$ cat src/rtl/adder_sum_accum.sv
// adder_sum_accum: accumulates groups of 5-bit adder sums into an ACC_W-bit
// total. A group closes on in_last or after MAX_TERMS accepted sums, and the
// result is presented with a valid/ready handshake.
// Optional build macro: ADDER_SUM_ACCUM_SATURATE_EN (clamp instead of wrap).
module adder_sum_accum #(
  parameter  int ACC_W     = 8,
  parameter  int MAX_TERMS = 16,
  localparam int CNT_W     = $clog2(MAX_TERMS + 1)
) (
  input  logic             clk,
  input  logic             rst,
  input  logic             in_valid,
  output logic             in_ready,
  input  logic [4:0]       in_sum,
  input  logic             in_last,
  output logic             out_valid,
  input  logic             out_ready,
  output logic [ACC_W-1:0] out_acc,
  output logic [CNT_W-1:0] out_count,
  output logic             out_ovf
);

  typedef enum logic [1:0] {IDLE, ACCUM, HOLD} state_t;

  state_t             state_q, state_d;
  logic [ACC_W-1:0]   acc_q, acc_d;
  logic [CNT_W-1:0]   cnt_q, cnt_d;
  logic               ovf_q, ovf_d;
  logic [ACC_W-1:0]   res_acc_q, res_acc_d;
  logic [CNT_W-1:0]   res_cnt_q, res_cnt_d;
  logic               res_ovf_q, res_ovf_d;

  logic               accept;
  logic               first;
  logic [ACC_W:0]     sum_w;
  logic               carry;
  logic [ACC_W-1:0]   acc_add;
  logic [CNT_W-1:0]   cnt_add;
  logic               ovf_add;
  logic               close;

  // Handshake outputs are pure state decodes.
  assign in_ready  = (state_q != HOLD);
  assign out_valid = (state_q == HOLD);
  assign accept    = in_valid & in_ready;
  assign first     = (state_q == IDLE);

  // Datapath: candidate next total/count/overflow if this sum is accepted.
  always_comb begin
    sum_w   = {1'b0, (first ? '0 : acc_q)} + (ACC_W + 1)'(in_sum);
    carry   = sum_w[ACC_W];
`ifdef ADDER_SUM_ACCUM_SATURATE_EN
    acc_add = carry ? '1 : sum_w[ACC_W-1:0];
`else
    acc_add = sum_w[ACC_W-1:0];
`endif
    cnt_add = first ? CNT_W'(1) : cnt_q + CNT_W'(1);
    ovf_add = first ? carry : (ovf_q | carry);
    // Closing is judged on the incremented count so count never exceeds MAX_TERMS.
    close   = in_last || (cnt_add == CNT_W'(MAX_TERMS));
  end

  // Next-state logic: load/accumulate on accept, publish result on close,
  // clear everything when the consumer takes the result.
  always_comb begin
    state_d   = state_q;
    acc_d     = acc_q;
    cnt_d     = cnt_q;
    ovf_d     = ovf_q;
    res_acc_d = res_acc_q;
    res_cnt_d = res_cnt_q;
    res_ovf_d = res_ovf_q;
    case (state_q)
      IDLE, ACCUM: begin
        if (accept) begin
          acc_d = acc_add;
          cnt_d = cnt_add;
          ovf_d = ovf_add;
          if (close) begin
            state_d   = HOLD;
            res_acc_d = acc_add;
            res_cnt_d = cnt_add;
            res_ovf_d = ovf_add;
          end else begin
            state_d = ACCUM;
          end
        end
      end
      HOLD: begin
        if (out_ready) begin
          state_d   = IDLE;
          acc_d     = '0;
          cnt_d     = '0;
          ovf_d     = 1'b0;
          res_acc_d = '0;
          res_cnt_d = '0;
          res_ovf_d = 1'b0;
        end
      end
      default: state_d = IDLE;
    endcase
  end

  // State and result registers; reset discards any partial group.
  always_ff @(posedge clk) begin
    if (rst) begin
      state_q   <= IDLE;
      acc_q     <= '0;
      cnt_q     <= '0;
      ovf_q     <= 1'b0;
      res_acc_q <= '0;
      res_cnt_q <= '0;
      res_ovf_q <= 1'b0;
    end else begin
      state_q   <= state_d;
      acc_q     <= acc_d;
      cnt_q     <= cnt_d;
      ovf_q     <= ovf_d;
      res_acc_q <= res_acc_d;
      res_cnt_q <= res_cnt_d;
      res_ovf_q <= res_ovf_d;
    end
  end

  // Result outputs come straight from registers that read 0 outside HOLD.
  assign out_acc   = res_acc_q;
  assign out_count = res_cnt_q;
  assign out_ovf   = res_ovf_q;

endmodule
$ cat config.mk
export PLATFORM = sky130hd
export DESIGN_NAME = adder_sum_accum
export DESIGN_NICKNAME = d
export VERILOG_FILES = /design/src/rtl/adder_sum_accum.sv
export SDC_FILE = /design/constraint.sdc
export NUM_CORES = 1
export LEC_CHECK = 0
export BUFFER_PORTS_ARGS = -buffer_cell sky130_fd_sc_hd__buf_2
export CAP_MARGIN = 10
export CORE_ASPECT_RATIO = 1.2
export CORE_MARGIN = 2
export CORE_UTILIZATION = 60
export DETAILED_ROUTE_END_ITERATION = 10
export HOLD_SLACK_MARGIN = 0.06
export PLACE_DENSITY_LB_ADDON = 0.3
export SLEW_MARGIN = 20
export SYNTH_ARGS = -nofsm -noshare
export SYNTH_HDL_FRONTEND = slang
export SYNTH_SLANG_ARGS = --single-unit
$ cat constraint.sdc
create_clock -name clk -period 4.2 [get_ports clk]
set_input_delay 0.84 -clock clk [delete_from_list [all_inputs] [get_ports clk]]
set_output_delay 0.84 -clock clk [all_outputs]
set_load 0.01 [all_outputs]
==> impl_metrics.ini <==
[status]
status = finished clean

[synthesis]
muxShareOfSynthArea = 0.0457
syn_avg_cell_area_um2 = 8.60
synth_top_area_cell = dfxtp_1
synth_compound_area_frac = 0.235
yosysSeqAreaShare = 0.360
synth_fa_ha_area_frac = 0.0570
synth_area_leaders = dfxtp_1, a21oi_1, nand2_1
netlist-cell-type-count = 50
synth_edf_count = 0
synth_seq_cells = 30
synth_area_um2 = 1670
synth_warnings = 0
async_flop_share = 0
synth-simple-area-share = 0.237
syn_inst = 194
synth_top_family_by_area = simple AND/OR/NAND/NOR gates
synth_xor_area_frac = 0.0210
synth_top_area_share = 0.360
synth_nets = 211
ys.flop_type = dfxtp_1

[setup_path]
path_cells = nor2_1 -> nor2b_1 -> ha_1 -> a21o_1 -> a31oi_1 -> a21boi_0 -> or4_1 -> a21oi_1
critPathMaxStageDelay_ns = 0.54
cp-start-kind = register
crit_required_ns = 4.47
critPathKind = reg2reg
crit_fanout = 13
cpMaxStageDelayCell = or4_1
crit_family = simple AND/OR/NAND/NOR gates
critPathBufInv = 0
endpoint_kind = register
cp.arrival_ns = 3.21

[drt]
drt-total-wl_mm = 4.55
final_antenna_net_count = 0
post-route-drc-count = 0
viasPerCell = 6.56
drt-initial-drc-count = 77
via_count = 1647
wire_per_inst_um = 18.1
drt_first_pass_iters = 4

[clock_network]
clockRootBuffer = clkbuf_4
cts_num_sinks = 30
cts_buffers = 5
clk_latency_ns = 0.34
clk_pin_slew_worst_paths_ns = 0.10
cts_setup_buffers = 0
cts_tree = yes
cts_resized = 0
holdBufCountCts = 0
clock_path_buffers = 2
h-tree-depth = 2

[floorplan]
placementRows = 20
initial_core_util = 0.641
pin_count = 26
core_area_um2 = 2600
die_w_um = 52.1
die_y_um = 61.8
fp.dieArea_um2 = 3220

[sta]
drv_slew = 0
maxSlewHeadroom = 0.620
worst_pin_slew_ns = 0.568
hold_viol = 0
finClkSkew_ns = 0.00600
final.setup.tns_ns = 0
fmax_ghz = 0.340
setup_viol = 0
post-route-period-util = 0.699
rsz0062_at_grt = false
period_needed_ns = 2.94

[global_route]
grt_pass1_wl_mm = 7.20
grt_use_total = 0.315
antenna_found_initial = 0
grt_overflow = 0
grt_max_degree = 28
grt_pass1_vias = 1453

[cells_and_area]
final_common_cell = dfxtp_1
antennaDiodeCount = 0
regArea_um2 = 601
layout_common_cells = dfxtp_1, buf_2, a21oi_1, nand2_1, nand3_1
multi_input_area_um2 = 995
nFillCells = 210
fin_nets = 235
drive_above_1_share = 0.193
fin_util = 0.724
area_growth_pct = 12.9

[flow_run]
maxCapViolCount = 0

[placed_design]
place_hpwl_mm = 3.24
port_buffers = 25
gp_congestion = 0.965

[power_and_ir_drop]
power.total_w = 0.000636
ir_drop_uv = 269
power_density_nw_per_um2 = 338
leakage_nw = 0.786

[hold_path]
hp-class = reg2reg
[report_power, final]
part | leakage [nW] | internal, W | switching (W)
registers | 0.244 | 0.000294 | 0.00000780
logic | 0.498 | 0.0000327 | 0.0000586
clock network | 0.0443 | 0.000138 | 0.000104
total | 0.786 | 0.000465 | 0.000171
[logic make-up (layout without fill, tap and decap cells)]
family / after synthesis / in the layout
multiplexers: 5 / 5
adder cells (fa/ha/maj): 7 / 7
buffers and inverters: 16 / 40
AO/OA/AOI/OAI: 58 / 58
AND/OR/NAND/NOR: 74 / 74
flip-flops: 30 / 30
XOR/XNOR: 4 / 4
[registers in the layout, indices dropped and copies added (netlist names)]
name and flops:
out_ovf 1, ovf_q 1, out_count 5, state_q 2, out_acc 8, acc_q 8, cnt_q 5
[worst min-delay path: cells and delay by family (launching register included)]
kind | cells | cell delay [ns]
and+or+nand+nor | 1 | 0.05
DFF | 1 | 0.32
AOI/OAI and AO/OA | 1 | 0.05
[per-layer routing]
layer	wire, um	track usage	up-vias
met5	0	0	-
met4	146	0.125	0
met3	368	0.0789	22
met2	2360	0.559	96
met1	1670	0.367	769
li1	-	-	760
[metrics by stage]
| stage | hold slack [ns] | cells | setup WS [ns] | instance area (um^2) |
|---|---|---|---|---|
| 6_report | 0.458 | 251 | 1.26 | 1880 |
| 5_1_grt | 0.466 | 251 | 1.08 | 1880 |
| 4_1_cts | 0.456 | 251 | 1.32 | 1880 |
| 3_5_place_dp | 0.443 | 244 | 1.35 | 1800 |
| 3_3_place_gp | 0.437 | 244 | 1.51 | 1800 |
| 2_1_floorplan | 0.427 | 194 | 1.77 | 1670 |
[worst paths after layout]
kind | start | end | slack (ns) | cells after the start
setup / recovery | state_q[1] | acc_q[7] | 1.26 | 8
hold reg to reg | acc_q[2] | acc_q[2] | 0.46 | 2
setup reg to reg | state_q[1] | acc_q[7] | 1.26 | 8
hold / removal | acc_q[2] | acc_q[2] | 0.46 | 2
[Yosys cell counts (all sizes together) (3+ instances only)]
cell    number
a21oi       24
a21o         3
buf          5
nand3       15
or4          4
o21ai        4
nand2b       4
dfxtp       30
nor2b        7
mux2i        4
nor3         3
nand4        3
and2         3
inv          4
nor2         8
clkbuf       6
a31oi        3
ha           6
nand2       21
o21a         3
[cell type report]
| cell class | instances | area share |
|---|---|---|
| Clock inverter | 1 | 0.0159 |
| Timing Repair Buffer | 28 | 0.0784 |
| Clock buffer | 6 | 0.0272 |
| Sequential cell | 30 | 0.319 |
| Inverter | 5 | 0.00996 |
| Multi-Input combinational cell | 148 | 0.528 |
| Tap cell | 33 | 0.0219 |
Note: power is estimated with default switching activity, not from simulation.
